File: src/rtl/dq_history.sv
// Purpose : ADPCM predictor DQ history. Converts each accepted DQ to FLOATA DQn
//           form and streams the six (DQ, DQn) tap pairs to the XOR/UPB path,
//           then shifts the history by one sample.
// Latency : out_valid rises 1 cycle after the dq handshake. A sample takes at
//           least 8 cycles: 1 accept, 6 beats and 1 shift.
// Backpr. : dq_ready is low outside IDLE. While out_valid=1 and out_ready=0 the
//           beat (dq_out, dqn_out, tap, last) holds stable.
//
// Ports   : clk / reset (async, active-high); scan_* / test_mode are DFT
//           placeholders, and scan_out* are tied low. dq_in/dq_valid/dq_ready
//           form the sample input. dq_out/dqn_out/tap/last/out_valid/out_ready
//           form the tap stream.
// Option  : define DQ_HISTORY_HOMING_EN to add the 'homing' input. Homing in IDLE
//           reloads the history with RESET_DQN and takes priority over dq_valid.
module dq_history #(
    parameter int          NTAPS     = 6,
    parameter logic [10:0] RESET_DQN = 11'h020
) (
    input  logic        clk,
    input  logic        reset,
    input  logic        scan_in0,
    input  logic        scan_in1,
    input  logic        scan_in2,
    input  logic        scan_in3,
    input  logic        scan_in4,
    input  logic        scan_enable,
    input  logic        test_mode,
    output logic        scan_out0,
    output logic        scan_out1,
    output logic        scan_out2,
    output logic        scan_out3,
    output logic        scan_out4,
    input  logic [15:0] dq_in,
    input  logic        dq_valid,
    output logic        dq_ready,
    output logic [15:0] dq_out,
    output logic [10:0] dqn_out,
    output logic [2:0]  tap,
    output logic        out_valid,
    input  logic        out_ready,
`ifdef DQ_HISTORY_HOMING_EN
    input  logic        homing,
`endif
    output logic        last
);

    typedef enum logic [1:0] {IDLE, EMIT, SHIFT} state_t;

    localparam logic [2:0] LAST_TAP = 3'(NTAPS);

    state_t      r_state, w_state_nxt;
    logic [15:0] r_dq_out;
    logic [10:0] r_dq0;
    logic [2:0]  r_tap;
    logic [10:0] r_hist [1:NTAPS];

    logic        w_homing;
    logic        w_accept;
    logic [3:0]  w_exp;
    logic [20:0] w_mant_full;
    logic [5:0]  w_mant;
    logic [10:0] w_dq0;
    logic [10:0] w_dqn;
    logic        w_unused_scan;

    // Scan chains are stitched during scan insertion. The RTL only provides the ports.
    assign scan_out0     = 1'b0;
    assign scan_out1     = 1'b0;
    assign scan_out2     = 1'b0;
    assign scan_out3     = 1'b0;
    assign scan_out4     = 1'b0;
    assign w_unused_scan = ^{scan_in0, scan_in1, scan_in2, scan_in3, scan_in4,
                             scan_enable, test_mode};

`ifdef DQ_HISTORY_HOMING_EN
    assign w_homing = homing;
`else
    assign w_homing = 1'b0;
`endif

    // FLOATA conversion. The exponent is 1 plus the MSB index of the magnitude.
    // The mantissa is the six bits just below and including the leading one.
    always_comb begin
        w_exp = 4'd0;
        for (int i = 0; i < 15; i++) begin
            if (dq_in[i]) w_exp = 4'(i + 1);
        end
    end

    assign w_mant_full = {dq_in[14:0], 6'b0} >> w_exp;
    assign w_mant      = (dq_in[14:0] == 15'd0) ? 6'h20 : w_mant_full[5:0];
    assign w_dq0       = {dq_in[15], w_exp, w_mant};

    // Tap mux. tap k selects history entry k, which is DQ0 from k samples ago.
    always_comb begin
        w_dqn = RESET_DQN;
        for (int i = 1; i <= NTAPS; i++) begin
            if (r_tap == 3'(i)) w_dqn = r_hist[i];
        end
    end

    assign w_accept = (r_state == IDLE) && !w_homing && dq_valid;

    always_ff @(posedge clk or posedge reset) begin
        if (reset) r_state <= IDLE;
        else       r_state <= w_state_nxt;
    end

    always_comb begin
        w_state_nxt = r_state;
        dq_ready    = 1'b0;
        out_valid   = 1'b0;
        last        = 1'b0;
        case (r_state)
            IDLE: begin
                dq_ready = !w_homing;
                if (w_accept) w_state_nxt = EMIT;
            end
            EMIT: begin
                out_valid = 1'b1;
                last      = (r_tap == LAST_TAP);
                if (out_ready && r_tap == LAST_TAP) w_state_nxt = SHIFT;
            end
            SHIFT:   w_state_nxt = IDLE;
            default: w_state_nxt = IDLE;
        endcase
    end

    always_ff @(posedge clk or posedge reset) begin
        if (reset) begin
            r_dq_out <= 16'd0;
            r_dq0    <= RESET_DQN;
            r_tap    <= 3'd1;
            for (int i = 1; i <= NTAPS; i++) r_hist[i] <= RESET_DQN;
        end else begin
            case (r_state)
                IDLE: begin
                    if (w_homing) begin
                        for (int i = 1; i <= NTAPS; i++) r_hist[i] <= RESET_DQN;
                    end else if (dq_valid) begin
                        r_dq_out <= dq_in;
                        r_dq0    <= w_dq0;
                        r_tap    <= 3'd1;
                    end
                end
                EMIT: begin
                    if (out_ready && r_tap != LAST_TAP) r_tap <= r_tap + 3'd1;
                end
                SHIFT: begin
                    // Taps were all emitted from the old history. The new sample is now inserted.
                    for (int i = NTAPS; i >= 2; i--) r_hist[i] <= r_hist[i-1];
                    r_hist[1] <= r_dq0;
                    r_tap     <= 3'd1;
                end
                default: r_tap <= 3'd1;
            endcase
        end
    end

    assign dq_out  = r_dq_out;
    assign dqn_out = w_dqn;
    assign tap     = r_tap;

endmodule

File: config.mk
export PLATFORM = sky130hd
export DESIGN_NAME = dq_history
export DESIGN_NICKNAME = d
export VERILOG_FILES = /design/src/rtl/dq_history.sv
export SDC_FILE = /design/constraint.sdc
export NUM_CORES = 1
export LEC_CHECK = 0
export CORE_MARGIN = 2
export CORE_UTILIZATION = 51
export DETAILED_ROUTE_END_ITERATION = 16
export PLACE_DENSITY = 0.83
export RECOVER_POWER = 25
export SLEW_MARGIN = 20
export SYNTH_ARGS = -nofsm -noshare
export SYNTH_HDL_FRONTEND = slang
export SYNTH_SLANG_ARGS = --single-unit
File: constraint.sdc
create_clock -name clk -period 2.78 [get_ports clk]
set_input_delay 0.278 -clock clk [delete_from_list [all_inputs] [get_ports clk]]
set_output_delay 0.278 -clock clk [all_outputs]
set_load 0.005 [all_outputs]
==> results of run 1 <==
## synth_stat cells (all sizes together) (4+ instances only)
master / instances / area [µm²]
dfrtp: 89 / 2230
mux2: 68 / 766
nand2: 61 / 231
o21ai: 42 / 221
nor2: 34 / 138
a21oi: 27 / 135
buf: 21 / 136
clkbuf: 20 / 75.1
inv: 16 / 60.1
and3: 11 / 68.8
a22oi: 10 / 75.1
nand3b: 10 / 75.1
a2111oi: 9 / 78.8
dfstp: 8 / 210
nor3: 8 / 40.0
and2: 6 / 40.0
ha: 5 / 62.6
nand2b: 5 / 31.3
mux2i: 4 / 40.0
nand3: 4 / 20.0
nor2b: 4 / 32.5
nor4: 4 / 43.8
o221ai: 4 / 35.0
o22ai: 4 / 38.8
## per-layer routing
layer | share of wire | track usage | routed length (µm) | vias up
li1 | - | - | - | 1924
met1 | 0.42 | 0.274 | 5070 | 1965
met2 | 0.52 | 0.372 | 6260 | 102
met3 | 0.040 | 0.0362 | 473 | 14
met4 | 0.012 | 0.0657 | 142 | 0
met5 | 0 | 0 | 0 | -
## timing repair
action | CTS | global route
setup endpoints to repair | 11 | 11
gates cloned | 0 | 1
hold buffers | 0 | 0
resized for setup | 30 | 23
setup buffers | 4 | 1
pin swaps | 1 | 7
## registers in the layout, indices dropped and copies added, names as in the netlist
name	count
tap	3
r_state	2
r_hist	66
r_dq0	10
dq_out	16
## cell type report
| cell class | instances | area (µm²) | area share |
|---|---|---|---|
| Clock buffer | 9 | 124 | 0.0195 |
| Clock inverter | 7 | 63.8 | 0.0101 |
| Inverter | 16 | 61.3 | 0.00967 |
| Multi-Input combinational cell | 359 | 2670 | 0.421 |
| Sequential cell | 97 | 2440 | 0.385 |
| Tap cell | 133 | 166 | 0.0262 |
| Timing Repair Buffer | 83 | 820 | 0.129 |
## worst max-delay path, cell delays in order, from the launching register on
cell and delay (ns):
dfstp_2 0.59, ha_2 0.21, buf_6 0.15, nor2_1 0.05, nor2_1 0.11, buf_6 0.12
a21oi_1 0.03, o21ai_1 0.13, o221ai_1 0.16, nand2_1 0.09, clkdlybuf4s50_1 0.49
## power by group
part / total [mW] / internal, mW / switching (mW)
registers: 1.89 / 1.69 / 0.193
clock network: 0.869 / 0.342 / 0.527
logic: 2.09 / 1.07 / 1.02
## metrics by stage
stage          std cells   util
2_1_floorplan        513      -
3_3_place_gp         682  0.602
3_5_place_dp         682  0.602
4_1_cts              702  0.634
5_1_grt              704  0.643
6_report             704  0.643
## final timing paths
check                                       start                     end  slack [ns]  cells past startpoint
setup / recovery               tap[0]$_DFFE_PP1P_             dqn_out[10]       -0.01                     10
hold / removal                          dq_in[15]  dq_out[15]$_DFFE_PP0P_        0.47                      3
setup reg to reg           r_state[0]$_DFFE_PP0P_    r_dq0[2]$_DFFE_PP0P_        0.95                      6
hold reg to reg             dq_out[3]$_DFFE_PP0P_   dq_out[3]$_DFFE_PP0P_        0.48                      2
max in group asynchronous                   reset  r_hist[64]$_DFFE_PP0N_        0.60                      3
min in group asynchronous                   reset  r_hist[17]$_DFFE_PP0N_        0.55                      2
## kinds of logic (layout without fill, tap and decap cells)
kind of cell    Yosys count  count (layout)  synth area share
flops                    97              97             0.467
buf+inv                  57             115            0.0521
simple gates            157             157             0.154
fa+ha+maj                 5               5            0.0120
xor+xnor                  1               1           0.00168
compound gates          119             119             0.157
mux                      72              72             0.155
other cells               1               5          0.000719
==> impl_metrics.ini, run 1 <==
[run]
drv_cap = 0

[setup_path]
cp_data_required_time_ns = 2.50
worstSetupEndpointType = primary output
path_class = register to primary output
cp-start-kind = register
arrival_ns = 2.52
cp_max_fo = 11

[cts]
root_buffer = clkbuf_8
clk_latency_ns = 0.36
cts_buffers = 9
clockBufferDepth = 2
clk_pin_slew_ns = 0.10
cts_max_level = 3
clock-sinks = 97
cts_tree = done

[pwr]
p_leak_nw = 2.95
p_total_mw = 4.85
power.density_nw_per_um2 = 765
peakVddDrop_mv = 0.383

[drt]
routedWlPerCell_um = 17.0
route.detailed.drc = 0
drtPass1Iterations = 5
vias = 4005
via_per_inst = 5.69
routed_wl_mm = 11.9
drt_iter0_markers = 193
antenna_left = 0

[sta]
fin_skew_ns = 0.0156
max_freq_mhz = 358
rsz0062_at_grt = true
timing.final.max_slew_violations = 0
min_period_ns = 2.79
relSlewSlack = 0.225
tightest_slew_ns = 1.16
fin_setup_tns_ns = -0.0143
post-route-period-util = 1.01
fin_ws_ns = -0.0143
fin_hold_ws_ns = 0.467
finalHoldViolations = 0
finalSetupViolCount = 1

[floorplan]
chipHeight_um = 105
rows = 36
die_w_um = 105
io-pin-count = 65
start_util = 0.529
core_area_um2 = 9860
dieArea_um2 = 11000

[run_status]
violations = negative setup slack
status = complete, but fails checks

[global_routing]
grt_pass1_vias = 3986
globalRoute.totalOverflow = 0
antenna_found_initial = 0
grt_pass1_wl_mm = 19.3
grt.total_usage = 0.214
grt_max_degree = 68

[layout]
antennaDiodeCount = 0
final_common_cell = dfrtp_1
fillCellCount = 762
final_cell_area_um2 = 6340
area_growth_pct = 21.6
layout_common_cells = dfrtp_1 (88), mux2_2 (66), nand2_1 (59)
fin_nets = 598
drive_gt1_frac = 0.289

[yosys]
synth_edf_count = 0
synthesis.area_um2 = 5210
ys_seq_elements = 97
synth_cell_types = 67
ys.flop_type = dfrtp_1
ys_warn_count = 0
async_reset_ff_frac = 1.00
ys_seq_area_frac = 0.467
synthCells = 509
syn_avg_cell_area_um2 = 10.2

[place]
routabilityCongestion = 0.860
portBuffers = 52
dp_hpwl_mm = 8.34
place_area_um2 = 5940
dp_slack_ns = -0.00515

[worst_hold_path]
hold_path.class = primary input to register
Note: power is estimated with default switching activity, not from simulation.
==> inputs of run 2 (changes only) <==
--- a/config.mk
+++ b/config.mk
@@ -5,8 +5,9 @@
 export SDC_FILE = /design/constraint.sdc
 export NUM_CORES = 1
 export LEC_CHECK = 0
+export ABC_AREA = 1
 export CORE_MARGIN = 2
-export CORE_UTILIZATION = 51
+export CORE_UTILIZATION = 50
 export DETAILED_ROUTE_END_ITERATION = 16
 export PLACE_DENSITY = 0.83
 export RECOVER_POWER = 25
==> impl_metrics.ini, run 2 <==
[run_status]
status = completed

[setup_path]
cp_max_fo = 7
cp-start-kind = register
path_class = register to primary output
arrival_ns = 2.49
reg2reg_depth = 9
r2r_slack_ns = 0.63
worstSetupEndpointType = primary output
cp_data_required_time_ns = 2.50
r2r_start = tap[0]$_DFFE_PP1P_
regToRegEndpoint = tap[1]$_DFFE_PP0P_

[floorplan]
rows = 35
chipHeight_um = 102
die_w_um = 102
start_util = 0.518
dieArea_um2 = 10500
core_area_um2 = 9330
io-pin-count = 65

[yosys]
ys_top_cells_by_area = dfrtp_1 (46%), nand2_1 (11%), o21ai_0 (8.5%)
synth_compound_area_frac = 0.155
ys_warn_count = 0
ys.flop_type = dfrtp_1
synth_top_family_by_area = simple AND/OR/NAND/NOR gates
synth-simple-area-share = 0.207
ys_seq_elements = 97
synth_top_area_frac = 0.461
muxShareOfSynthArea = 0.0280
synth_edf_count = 0
ys_seq_area_frac = 0.504
yosys.area_share.xor_xnor = 0
synth.most_common_cell = nand2_1
syn_avg_cell_area_um2 = 8.07
async_reset_ff_frac = 1.00
yosys-top-cells-count = nand2_1 (147), dfrtp_1 (89), o21ai_0 (82), inv_1 (68), nand3_1 (50)
yosys.area.top_type = dfrtp_1
synthAdderAreaFrac = 0.0129
synth_cell_types = 27
synthCells = 599
synthesis.area_um2 = 4830

[drt]
drt_iter0_markers = 239
drtPass1Iterations = 7
vias = 4270
m1WireLength_mm = 4.75
route.detailed.drc = 0
route.met2.wl_mm = 6.14
antenna_left = 0
via_per_inst = 5.43
routed_wl_mm = 11.7
wl_met3_um = 570
highest_layer = met4
routedWlPerCell_um = 14.9

[cts]
cts-hold-fix-buffers = 0
clockBufferDepth = 2
cts_tree = done
clk_pin_slew_ns = 0.10
cts_max_level = 3
root_buffer = clkbuf_8
clock-sinks = 97
clk_latency_ns = 0.37
cts_buffers = 9

[layout]
top_register = r_hist
fin_nets = 684
final_common_cell = nand2_1
final-instance-count-excl-fill = 786
fillCellCount = 762
antennaDiodeCount = 0
largest_register_ff_count = 66
drive_gt1_frac = 0.140
area_growth_pct = 22.0
layout_common_cells = nand2_1 (144), dfrtp_1 (88), o21ai_0 (67)

[sta]
fin_skew_ns = 0.0167
timing.final.max_slew_violations = 0
post-route-period-util = 0.994
tightest_slew_ns = 1.15
fin_ws_ns = 0.0168
rsz0062_at_grt = true
min_period_ns = 2.76
max_freq_mhz = 362
finalHoldViolations = 0
relSlewSlack = 0.229
finalSetupViolCount = 0

[worst_hold_path]
hold_path_depth = 2
hold_path.class = register to register
min_to = r_dq0[5]$_DFFE_PP1P_
hold_start = r_dq0[5]$_DFFE_PP1P_

[pwr]
power.density_nw_per_um2 = 939
peakVddDrop_mv = 0.519
p_leak_nw = 2.89
swShare = 0.365
p_total_mw = 5.53
comb_power_share = 0.413
p_sw_mw = 2.02
p_seq_frac = 0.393
clkPwrFrac = 0.193
p_int_mw = 3.51

[global_routing]
globalRoute.totalOverflow = 0
antenna_found_initial = 0
grt.total_usage = 0.231
grt_pass1_wl_mm = 18.9
grt_pass1_vias = 4115
grt_max_degree = 99

[place]
dp_hpwl_mm = 7.69
routabilityCongestion = 0.880
portBuffers = 52
place_inst = 763
dp_slack_ns = -0.204

[run]
drv_cap = 0
run 2: cell types whose count changed in the layout (fill, tap and decap cells not counted), moves of 10 or more:
cell,delta
nand3b_1,-10
o21ai_0,+32
nand3_1,+45
inv_1,+51
and3_1,-11
mux2_2,-54
nand2_1,+85
run 2: worst max-delay path, cell delays in order, from the launching register on:
cell           delay (ns)
dfstp_2              0.57
inv_1                0.06
buf_4                0.13
ha_1                 0.19
nand2_2              0.10
clkinvlp_4           0.12
buf_6                0.16
buf_4                0.14
nand2_1              0.10
o311ai_4             0.09
o21ai_1              0.10
o21ai_1              0.07
dlygate4sd2_1        0.28
run 2: metrics by stage:
| stage | utilization | area (µm²) | setup TNS [ns] | hold WS, ns |
|---|---|---|---|---|
| after floorplan | - | 4850 | 0 | 0.399 |
| after global placement | 0.589 | 5490 | -0.0115 | 0.450 |
| after detailed placement | 0.589 | 5490 | -1.07 | 0.459 |
| after CTS | 0.630 | 5880 | -0.245 | 0.330 |
| after global routing | 0.632 | 5890 | -0.504 | 0.491 |
| final | 0.632 | 5890 | 0 | 0.472 |
run 2: kinds of logic after synthesis:
family / after synthesis
muxes: 12
AOI/OAI and AO/OA: 132
other: 1
and+or+nand+nor: 245
DFF: 97
buffers and inverters: 107
adders and majority gates: 5
run 2: power by group through the flow:
stage               sequential, mW  clock (mW)  combinational (mW)
floorplan                     2.11           0                1.08
global placement              2.14           0                1.95
detailed placement            2.17           0                2.03
CTS                           2.15        1.07                2.20
global route                  2.22        1.15                2.53
finish                        2.18        1.07                2.29
run 2: worst max-delay path by stage:
stage | from | endpoint | slack [ns] | cells past startpoint
6_report | tap[0]$_DFFE_PP1P_ | dqn_out[1] | 0.02 | 12
5_1_grt | tap[0]$_DFFE_PP1P_ | dqn_out[1] | -0.12 | 9
4_1_cts | tap[0]$_DFFE_PP1P_ | dqn_out[10] | -0.24 | 12
3_5_place_dp | tap[0]$_DFFE_PP1P_ | dqn_out[2] | -0.20 | 9
3_3_place_gp | tap[0]$_DFFE_PP1P_ | dqn_out[6] | -0.01 | 9
2_1_floorplan | tap[0]$_DFFE_PP1P_ | dqn_out[0] | 0.58 | 10
run 2: area by class of cell:
class	instances	area, µm²	share of cell area
clock buffers	10	138	0.0234
clock inverters	6	96.3	0.0163
repair buffers	73	653	0.111
repair inverters	1	7.51	0.00127
multi-input cells	399	2120	0.361
well taps	129	161	0.0274
inverters	71	274	0.0465
flip-flops and latches	97	2440	0.414
run 2: timing repair:
| action | CTS | global route |
|---|---|---|
| setup endpoints to repair | 11 | 11 |
| gates resized for setup | 44 | 37 |
| gates cloned | 1 | 0 |
| buffers inserted | 6 | 0 |
run 2: routing by layer:
metal,vias to the layer above,global-route usage
met4,0,0.0913
met1,2037,0.282
li1,2069,-
met3,21,0.0499
met2,143,0.401
met5,-,0
==> inputs of run 3 (changes only) <==
--- a/config.mk
+++ b/config.mk
@@ -7,10 +7,11 @@
 export LEC_CHECK = 0
 export ABC_AREA = 1
 export CORE_MARGIN = 2
-export CORE_UTILIZATION = 50
+export CORE_UTILIZATION = 36
 export DETAILED_ROUTE_END_ITERATION = 16
-export PLACE_DENSITY = 0.83
+export PLACE_DENSITY = 0.64
 export RECOVER_POWER = 25
+export SKIP_CTS_REPAIR_TIMING = 1
 export SLEW_MARGIN = 20
 export SYNTH_ARGS = -nofsm -noshare
 export SYNTH_HDL_FRONTEND = slang
==> impl_metrics.ini, run 3 (synthesis results as in run 2) <==
[run_status]
status = complete, but fails checks
violations = negative setup slack

[layout]
top_register = r_hist
fin_nets = 691
area_growth_pct = 26.5
layout_common_cells = nand2_1 (143), dfrtp_1 (89), o21ai_0 (70)
drive_gt1_frac = 0.145
largest_register_ff_count = 66
fillCellCount = 1290
antennaDiodeCount = 0
final_common_cell = nand2_1
utilization = 0.463

[drt]
routed_wl_mm = 10.9
drt_iter0_markers = 230
via_per_inst = 4.82
vias = 4041
drtPass1Iterations = 4
routedWlPerCell_um = 13.0
route.detailed.drc = 0
antenna_left = 0

[pwr]
p_sw_mw = 1.92
p_int_mw = 3.89
p_total_mw = 5.80
p_seq_frac = 0.370
swShare = 0.330
power.density_nw_per_um2 = 950
p_leak_nw = 3.03
clkPwrFrac = 0.231
comb_power_share = 0.399
peakVddDrop_mv = 0.386

[global_routing]
globalRoute.totalOverflow = 0
grt_pass1_wl_mm = 17.7
grt.total_usage = 0.153
grt_pass1_vias = 3753
antenna_found_initial = 0
grt_max_degree = 98

[sta]
fin_hold_ws_ns = 0.469
finalHoldViolations = 0
tightest_slew_ns = 1.29
fin_skew_ns = 0.00486
fin_setup_tns_ns = -0.212
finalSetupViolCount = 1
fin_ws_ns = -0.212
rsz0062_at_grt = true
relSlewSlack = 0.142
post-route-period-util = 1.08
max_freq_mhz = 334
min_period_ns = 2.99
timing.final.max_slew_violations = 0

[place]
routabilityCongestion = 0.885
portBuffers = 52
dp_hpwl_mm = 7.66

[setup_path]
worstSetupEndpointType = primary output
arrival_ns = 2.71
crit_slowest_cell = dfstp_2
path_class = register to primary output
max_stage_delay_ns = 0.55
reg2reg_depth = 9
r2r_slack_ns = 0.85
cp-start-kind = register
crit_buf_inv = 5
cp_max_fo = 5
cpLargestDelayFamily = buffers and inverters
cp_data_required_time_ns = 2.50
path_cells = inv_2 > ha_1 > inv_2 > nand3_4 > inv_4 > buf_4 > a221oi_1 > o311ai_2 > o21ai_0 > o21ai_0 > clkdlybuf4s50_1
path_depth = 11

[cts]
clk_pin_slew_ns = 0.06
clockBufferDepth = 2
root_buffer = clkbuf_16
clock-sinks = 97
cts_tree = done
cts_max_level = 3
clk_latency_ns = 0.34
cts_buffers = 9

[worst_hold_path]
hold_path.class = register to register
hold_path_depth = 2

[run]
drv_cap = 0

[floorplan]
chipHeight_um = 120
rows = 42
io-pin-count = 65
start_util = 0.366
die_w_um = 120
dieArea_um2 = 14400
core_area_um2 = 13200
[run 3: cell count changes in the layout (fill, tap and decap cells not counted), moves of 5 or more]
cell,change
dlymetal6s2s_1,+5
clkbuf_16,+9
clkbuf_2,-5
clkbuf_8,-8
buf_4,+6
[run 3: path summary, 6_finish.rpt]
path                                            start                      to
worst min-delay path            r_hist[5]$_DFFE_PP1N_   r_hist[5]$_DFFE_PP1N_
worst max register to register     tap[0]$_DFFE_PP1P_      tap[1]$_DFFE_PP0P_
worst min register to register  r_hist[5]$_DFFE_PP1N_   r_hist[5]$_DFFE_PP1N_
min in group asynchronous                       reset   dq_out[2]$_DFFE_PP0P_
max in group asynchronous                       reset  r_hist[51]$_DFFE_PP0N_
worst max-delay path               tap[0]$_DFFE_PP1P_              dqn_out[1]
[run 3: layout make-up]
class | instances | area (µm²) | share of cell area
multi-input combinational | 399 | 2100 | 0.344
inverter | 71 | 274 | 0.0448
timing repair inverter | 1 | 7.51 | 0.00123
tap | 176 | 220 | 0.0360
clock buffer | 11 | 253 | 0.0414
sequential | 97 | 2440 | 0.399
clock inverter | 4 | 76.3 | 0.0125
timing repair buffer | 80 | 739 | 0.121
[run 3: power groups by stage]
stage                     clock, mW  combinational, mW  sequential (mW)
after global placement            0               2.01             2.14
after floorplan                   0               1.08             2.11
after CTS                      1.38               2.07             2.14
final                          1.34               2.31             2.15
after global routing           1.45               2.61             2.21
after detailed placement          0               2.05             2.16
[run 3: worst min-delay path, cell delays in order, from the launching register on]
cell and delay, ns:
dfstp_2 0.37, nand2_1 0.06, nand2_1 0.05
[run 3: stage by stage]
stage	area (µm²)	cells	setup slack, ns
finish	6110	839	-0.212
global route	6110	839	-0.340
CTS	5890	826	-0.486
detailed placement	5560	811	-0.107
global placement	5560	811	-0.0701
floorplan	4850	603	0.580
[run 3: routing by layer]
metal / wire (µm) / up-vias / track usage
met2: 5300 / 91 / 0.242
met5: 0 / - / 0
met3: 534 / 22 / 0.0418
met4: 208 / 0 / 0.0537
li1: - / 2074 / -
met1: 4890 / 1854 / 0.203
